--- src/rtl/mcu_core_param.sv ---
// rtl/mcu_core_param.sv - parametrised multi-cycle CPU core with req/ack word bus and handshaked I/O
// Define CPU_RETIRE_EN to add the retire_valid/retire_pc instruction trace outputs.
module mcu_core_param #(
    parameter int                DATA_W   = 16,
    parameter int                ADDR_W   = 16,
    parameter int                NREG     = 8,
    parameter logic [ADDR_W-1:0] RESET_PC = '0
) (
    input  logic              clk,
    input  logic              rst,
    output logic              mem_req,
    output logic              mem_we,
    output logic [ADDR_W-1:0] mem_addr,
    output logic [DATA_W-1:0] mem_wdata,
    input  logic [DATA_W-1:0] mem_rdata,
    input  logic              mem_ack,
    input  logic [DATA_W-1:0] io_in_data,
    input  logic              io_in_valid,
    output logic              io_in_ready,
    output logic [DATA_W-1:0] io_out_data,
    output logic              io_out_valid,
    output logic              halted
`ifdef CPU_RETIRE_EN
    ,
    output logic              retire_valid,
    output logic [ADDR_W-1:0] retire_pc
`endif
);
    localparam int RI_W = $clog2(NREG);

    localparam logic [3:0] OP_HLT = 4'h1, OP_MOV = 4'h2, OP_LDI = 4'h3, OP_LD  = 4'h4;
    localparam logic [3:0] OP_ST  = 4'h5, OP_ADD = 4'h6, OP_SUB = 4'h7, OP_AND = 4'h8;
    localparam logic [3:0] OP_OR  = 4'h9, OP_XOR = 4'hA, OP_CMP = 4'hB, OP_SH  = 4'hC;
    localparam logic [3:0] OP_JCC = 4'hD, OP_IN  = 4'hE, OP_OUT = 4'hF;

    typedef enum logic [2:0] {S_FETCH, S_IMM, S_EXEC, S_MEM, S_IOW, S_HALT} state_t;

    state_t            state, state_nxt;
    logic [ADDR_W-1:0] pc;
    logic [3:0]        ir_op;
    logic [RI_W-1:0]   ir_rd, ir_rs;
    logic [2:0]        ir_cc;
    logic [DATA_W-1:0] imm;
    logic [DATA_W-1:0] regs [NREG];
    logic              flag_z, flag_c, flag_a;
    logic [DATA_W-1:0] rd_v, rs_v, mem_ptr, alu_res;
    logic [DATA_W:0]   sum;
    logic              alu_c, alu_a, alu_wr, alu_flags, taken;

    assign rd_v = regs[ir_rd];
    assign rs_v = regs[ir_rs];
    assign sum  = {1'b0, rd_v} + {1'b0, rs_v};

    always_comb begin
        alu_res   = '0;
        alu_c     = flag_c;
        alu_a     = flag_a;
        alu_wr    = 1'b0;
        alu_flags = 1'b0;
        case (ir_op)
            OP_MOV: begin alu_res = rs_v; alu_wr = 1'b1; end
            OP_LDI: begin alu_res = imm;  alu_wr = 1'b1; end
            OP_ADD: begin
                alu_res = sum[DATA_W-1:0]; alu_c = sum[DATA_W];
                alu_wr = 1'b1; alu_flags = 1'b1;
            end
            OP_SUB, OP_CMP: begin
                alu_res = rd_v - rs_v; alu_c = rd_v < rs_v; alu_a = rd_v > rs_v;
                alu_wr = (ir_op == OP_SUB); alu_flags = 1'b1;
            end
            OP_AND: begin alu_res = rd_v & rs_v; alu_c = 1'b0; alu_wr = 1'b1; alu_flags = 1'b1; end
            OP_OR:  begin alu_res = rd_v | rs_v; alu_c = 1'b0; alu_wr = 1'b1; alu_flags = 1'b1; end
            OP_XOR: begin alu_res = rd_v ^ rs_v; alu_c = 1'b0; alu_wr = 1'b1; alu_flags = 1'b1; end
            // Logical shifts by the full register value already yield 0 for amounts >= DATA_W
            OP_SH: begin
                alu_res = ir_cc[0] ? (rd_v >> rs_v) : (rd_v << rs_v);
                alu_wr = 1'b1; alu_flags = 1'b1;
            end
            default: alu_res = '0;
        endcase
    end

    always_comb begin
        taken = 1'b0;
        case (ir_cc)
            3'd0: taken = 1'b1;
            3'd1: taken = flag_z;
            3'd2: taken = !flag_z;
            3'd3: taken = flag_c;
            3'd4: taken = !flag_c;
            3'd5: taken = flag_a;
            3'd6: taken = !flag_a;
            default: taken = 1'b0;
        endcase
    end

    always_ff @(posedge clk) begin
        if (!rst) state <= S_FETCH;
        else      state <= state_nxt;
    end

    always_comb begin
        state_nxt = state;
        case (state)
            S_FETCH: if (mem_ack)
                state_nxt = (mem_rdata[15:12] == OP_LDI || mem_rdata[15:12] == OP_JCC) ? S_IMM : S_EXEC;
            S_IMM:   if (mem_ack) state_nxt = S_EXEC;
            S_EXEC: begin
                case (ir_op)
                    OP_HLT:       state_nxt = S_HALT;
                    OP_LD, OP_ST: state_nxt = S_MEM;
                    OP_IN:        state_nxt = S_IOW;
                    default:      state_nxt = S_FETCH;
                endcase
            end
            S_MEM:   if (mem_ack) state_nxt = S_FETCH;
            S_IOW:   if (io_in_valid) state_nxt = S_FETCH;
            default: state_nxt = S_HALT;
        endcase
    end

    // Gating with rst keeps the bus quiet during reset even though state already reads FETCH
    assign mem_req     = rst && (state == S_FETCH || state == S_IMM || state == S_MEM);
    assign mem_we      = (state == S_MEM) && (ir_op == OP_ST);
    assign mem_ptr     = (ir_op == OP_ST) ? rd_v : rs_v;
    assign mem_addr    = (state == S_MEM) ? mem_ptr[ADDR_W-1:0] : pc;
    assign mem_wdata   = rs_v;
    assign io_in_ready = (state == S_IOW);
    assign halted      = (state == S_HALT);

    always_ff @(posedge clk) begin
        if (!rst) begin
            pc           <= RESET_PC;
            ir_op        <= '0;
            ir_rd        <= '0;
            ir_rs        <= '0;
            ir_cc        <= '0;
            imm          <= '0;
            flag_z       <= 1'b0;
            flag_c       <= 1'b0;
            flag_a       <= 1'b0;
            io_out_data  <= '0;
            io_out_valid <= 1'b0;
            for (int i = 0; i < NREG; i++) regs[i] <= '0;
        end else begin
            io_out_valid <= 1'b0;
            case (state)
                S_FETCH: if (mem_ack) begin
                    ir_op <= mem_rdata[15:12];
                    ir_rd <= mem_rdata[9 +: RI_W];
                    ir_rs <= mem_rdata[6 +: RI_W];
                    ir_cc <= mem_rdata[2:0];
                    pc    <= pc + 1'b1;
                end
                S_IMM: if (mem_ack) begin
                    imm <= mem_rdata;
                    pc  <= pc + 1'b1;
                end
                S_EXEC: begin
                    if (alu_wr) regs[ir_rd] <= alu_res;
                    if (alu_flags) begin
                        flag_z <= (alu_res == '0);
                        flag_c <= alu_c;
                        flag_a <= alu_a;
                    end
                    if (ir_op == OP_JCC && taken) pc <= imm[ADDR_W-1:0];
                    if (ir_op == OP_OUT) begin
                        io_out_data  <= rs_v;
                        io_out_valid <= 1'b1;
                    end
                end
                S_MEM: if (mem_ack && ir_op == OP_LD) regs[ir_rd] <= mem_rdata;
                S_IOW: if (io_in_valid) regs[ir_rd] <= io_in_data;
                default: ;
            endcase
        end
    end

`ifdef CPU_RETIRE_EN
    logic [ADDR_W-1:0] op_pc;

    always_ff @(posedge clk) begin
        if (!rst)                           op_pc <= RESET_PC;
        else if (state == S_FETCH && mem_ack) op_pc <= pc;
    end

    always_comb begin
        retire_valid = 1'b0;
        case (state)
            S_EXEC:  retire_valid = !(ir_op == OP_LD || ir_op == OP_ST || ir_op == OP_IN);
            S_MEM:   retire_valid = mem_ack;
            S_IOW:   retire_valid = io_in_valid;
            default: retire_valid = 1'b0;
        endcase
        retire_valid = retire_valid && rst;
    end

    assign retire_pc = op_pc;
`endif

endmodule

--- config.mk ---
export PLATFORM = sky130hd
export DESIGN_NAME = mcu_core_param
export DESIGN_NICKNAME = d
export VERILOG_FILES = /design/src/rtl/mcu_core_param.sv
export SDC_FILE = /design/constraint.sdc
export NUM_CORES = 1
export LEC_CHECK = 0
export ABC_CLOCK_PERIOD_IN_PS = 7600
export CAP_MARGIN = 40
export CORE_MARGIN = 2
export CORE_UTILIZATION = 35
export CTS_CLUSTER_DIAMETER = 120
export DETAILED_ROUTE_END_ITERATION = 8
export GPL_TIMING_DRIVEN = 0
export HOLD_SLACK_MARGIN = 0.06
export PLACE_DENSITY = 0.51
export REMOVE_ABC_BUFFERS = 1
export SKIP_CTS_REPAIR_TIMING = 1
export SYNTH_ARGS = -nofsm -noshare
export SYNTH_HDL_FRONTEND = slang
export SYNTH_SLANG_ARGS = --single-unit
--- constraint.sdc ---
create_clock -name clk -period 7.6 [get_ports clk]
set_input_delay 2.28 -clock clk [delete_from_list [all_inputs] [get_ports clk]]
set_output_delay 2.28 -clock clk [all_outputs]
set_load 0.005 [all_outputs]
# Word level (Yosys, flattened, before mapping)

Memory sizes are Yosys's and may differ from the RTL's. A register that Yosys moved wholly into a read port is not among the register bits.
Index checks and enable logic that the tools add are counted.
Widths: inputs -> output; s select.

Add/subtract/negate cells: 3
$lt $le $gt $ge: 2
Eq/ne operators: 34
Shifts and indexed selects: 2
Muxes and demuxes: 41
Bitwise operators: 5
Reductions and logical operators: 31

Operator list:

| kind                  | count |
|---|---|
| $mux 16               | 8 |
| $pmux 16 s8           | 1 |
| $eq 4x4->1 const B    | 9 |
| $pmux 16 s2           | 1 |
| $mux 3                | 9 |
| $add 16x16->17        | 1 |
| $add 16x1->16 const B | 1 |
| $and 16x16->16        | 1 |
| $eq 4x3->1 const B    | 4 |
| $gt 16x16->1          | 1 |
| $logic_not 16->1      | 1 |
| $lt 16x16->1          | 1 |
| $mux 1                | 16 |
| $or 16x16->16         | 1 |
| $reduce_or 16->1      | 1 |
| $shl 16x16->16        | 1 |
| $shr 16x16->16        | 1 |
| $sub 16x16->16        | 1 |
| $xor 16x16->16        | 1 |
| $eq 3x3->1 const B    | 5 |
| $pmux 3 s5            | 1 |
| $reduce_or 7->1       | 2 |
| $eq 3x2->1 const B    | 4 |
| $eq 4x2->1 const B    | 3 |
| other kinds (21)      | 43 |

Flip-flop bits (word level): 68
Memory bits (writable): 128
Output and inout bits: 53
Word-level logic and storage cells: 131
Memories: 1

Memories:

| name | words | bits a word | read ports | clocked after Yosys merged registers in | write ports | line | source |
|---|---|---|---|---|---|---|---|
| regs | 8     | 16          | 2          | 2                                       | 8           | 44   | `logic [DATA_W-1:0] regs [NREG];` |

# Logic depth before layout (Yosys ltp)

Word-level depth: 11
Depth in mapped cells: 21

# Worst setup path before layout

OpenSTA, ideal clock, no wires.

Path kind: input -> output
From: in rst
To: out mem_req
Arrival: 3.139 ns
Required time: 5.320 ns
Slack: 2.181 ns
Stages: 5
Path buffers: 3
Cell sequence: clkbuf_1 > inv_1 > clkbuf_1 > buf_1 > nor2_1

Longest elaborated chain between the ends: 1

RTL lines:

| element            | line | source |
|---|---|---|
| start: declaration | 10   | `input logic rst,` |
| $logic_and 1x1->1  | 123  | `assign mem_req = rst && (state == S_FETCH \|\| state == S_IMM \|\| state == S_MEM);` |
| end: declaration   | 11   | `output logic mem_req,` |

Every way passes these cells.

==> metrics <==
fraction of layout cells with a size suffix above 1=12.9%; Max Freq=0.144 GHz; CTS tree=done; critical path required time=7.88 ns; commonest non-fill, non-tap cell in the layout=nor2_1; critical path capture point type=flip-flop; VDD IR max=0.177 mV; GP Congestion=0.949; type of origin of the critical path=flip-flop; Die Wd=209 um; total negative slack=0 ns; initial DRC count=1,137; io pins=89; ys flop type=edfxtp_1; nets=1,727; sequential fraction of the synthesis area=36.3%; DR vias/cell=6.06; Synth Area per Inst=9.14 um^2; Critical Path Fanout Max=32; final hold violations=0; initial antenna violation count=0; most frequent CP cell=a21oi_1; CP peak stage delay=0.90 ns; detailed placement HPWL=43,400 um; Top Metal Used=met4; post-synth cell types=86; count of final max-slew check failures=0; Setup CP Type=reg2reg; CTS Sinks=202; Avg WL per Cell=26.0 um; antenna fix cells=0; core footprint=41,100 um^2; PwrDens=256 nW/um^2; Root Driver=clkbuf_16; final setup margin=0.632 ns; CP cell instances=mux4_2 -> mux2i_2 -> ha_1 -> inv_1 -> fa_1 -> a221oi_1 -> o221ai_1 -> a211oi_1 -> o21bai_1 -> a21oi_1 -> o221ai_1 -> a221oi_1 -> a21oi_1 -> a21oi_1 -> nor2_1; Metal-1 WL=23,500 um; Slew headroom=37.8%; Port Buf Inserts=88; placed cell count=2,145; DRT Pass-1 Iters=5; path category of the worst min-delay check=reg2reg; setup violators final=0; Reg clk slew, reported paths=0.06 ns; first-pass GRT wire length=84,200 um; Critical Path AT=7.25 ns; Mapped Cells=1,603; CTS max path bufs=3; status=finished, final reports clean; GRT Resource Usage Total=25.8%; gr ovfl total=0; most frequent cells in the layout=253 x nor2_1, 190 x nand2_1, 128 x edfxtp_1, 109 x a21oi_1, 93 x o21ai_0; synthesis-stage register bit count=202; Site Rows=74; TritonCTS Buffers=25; Synth-to-Final Area Change=16.9%; EDFF count, synth=128; Yosys Warn Count=0; vias in the first global route=12,700; metal3 WL=3700 um; skew final=0.0127 ns; asr flop ratio synth=0%; Util after Layout=41.7%; final cell count without fillers=2,189; Max stage delay cell, worst path=dfxtp_2; Final Cycle Share=91.7%; die height=209 um; DRC Markers=0; Starting Density=35.6%; metal2 WL=27,200 um; DP Worst Slack=0.821 ns; LEAKAGE=5.95 nW; max-cap violations=0; fin crit period=6.97 ns; final wirelength=56,900 um; Routed Antenna Nets=0; die area=43,500 um^2; largest net degree at the start of global routing=36; vias=13,300; Cell Area, Synth=14,700 um^2; hold path startpoint=ir_rs[2]; Clk Latency, worst-skew pair=0.56 ns; unrepaired setup endpoints after global routing=no; H-tree lvl count=1; worst slew pin tran=0.933 ns
-- logic make-up (layout without fill, tap and decap cells) --
family	Yosys count	after routing	synth area share (%)
and+or+nand+nor	596	596	17.7
muxes	140	140	16.5
xor gates and xnor gates	6	6	0.359
AOI/OAI and AO/OA	428	428	19.4
DFF	202	202	36.3
buffers and inverters	180	234	5.29
adders and majority gates	51	51	4.46
-- power by group --
part	total (mW)	internal, mW	switching [mW]
Sequential	1.32	1.23	0.0988
Clock	1.13	0.640	0.495
Combinational	1.93	0.713	1.22
-- sequential cells by signal, indices dropped and copies added, names as in the netlist, named ones only --
register / flops
imm: 16
flag_z: 1
io_out_valid: 1
ir_rd: 3
ir_rs: 3
flag_a: 1
state: 3
pc: 16
ir_cc: 3
regs: 128
io_out_data: 16
flag_c: 1
ir_op: 4
-- critical path: cells and delay by family (launching register included) --
family / cells / cell delay (ns)
AO/OA/AOI/OAI: 9 / 3.80
AND/OR/NAND/NOR: 1 / 0.09
multiplexers: 2 / 1.06
adder cells (fa/ha/maj): 2 / 0.76
buffers and inverters: 1 / 0.06
flip-flops: 1 / 0.90
-- area by class of cell --
| cell class | count | area, um^2 |
|---|---|---|
| multi-input combinational | 1221 | 8610 |
| fill | 4117 | 24000 |
| timing repair buffer | 135 | 1560 |
| sequential | 202 | 5330 |
| clock buffer | 29 | 641 |
| inverter | 55 | 206 |
| clock inverter | 15 | 123 |
| tap | 532 | 666 |
-- final timing paths --
check	end	slack (ns)	cells past startpoint
hold reg to reg	flip-flop	0.45	2
hold / removal	flip-flop	0.45	2
setup reg to reg	regs[5][14]	0.63	15
setup / recovery	regs[5][14]	0.63	15
-- per-layer routing --
metal / up-vias / global-route usage (%)
met2: 601 / 43.3
met5: - / 0
met4: 0 / 10.9
met3: 130 / 3.10
li1: 6052 / -
met1: 6476 / 33.7
-- cell usage after synthesis, types with 12 or more instances --
cell type  instances  share of area [%]
a31oi_1           12               0.51
mux2i_4           12                1.8
clkbuf_1          86                2.2
o211ai_1          19               0.97
a211oi_1          39                2.0
a22oi_1           12               0.61
mux4_2            58                8.9
nor2_1           253                6.5
nand2b_1          16               0.68
nor4_1            12               0.51
nand3_1           29               0.99
a221oi_1          18                1.1
mux2i_1           46                3.1
o22ai_1           12               0.51
edfxtp_1         128                 26
o21ai_0           93                3.2
nand2_1          190                4.9
buf_2             20               0.68
inv_1             43                1.1
a21oi_1          109                3.7
dfxtp_1           74                 10
nor3_1            21               0.72
ha_1              49                4.2
or3_1             14               0.60
and3_1            15               0.64
-- per-stage QoR --
step                hold WS (ns)  power [mW]  area (um^2)
floorplan                  0.436        2.48        14100
finish                     0.455        4.39        17100
CTS                        0.454        4.38        17100
global route               0.475        4.60        17100
global placement           0.441        3.14        15600
detailed placement         0.445        3.24        16400
Power figures use the tool's default switching activity.
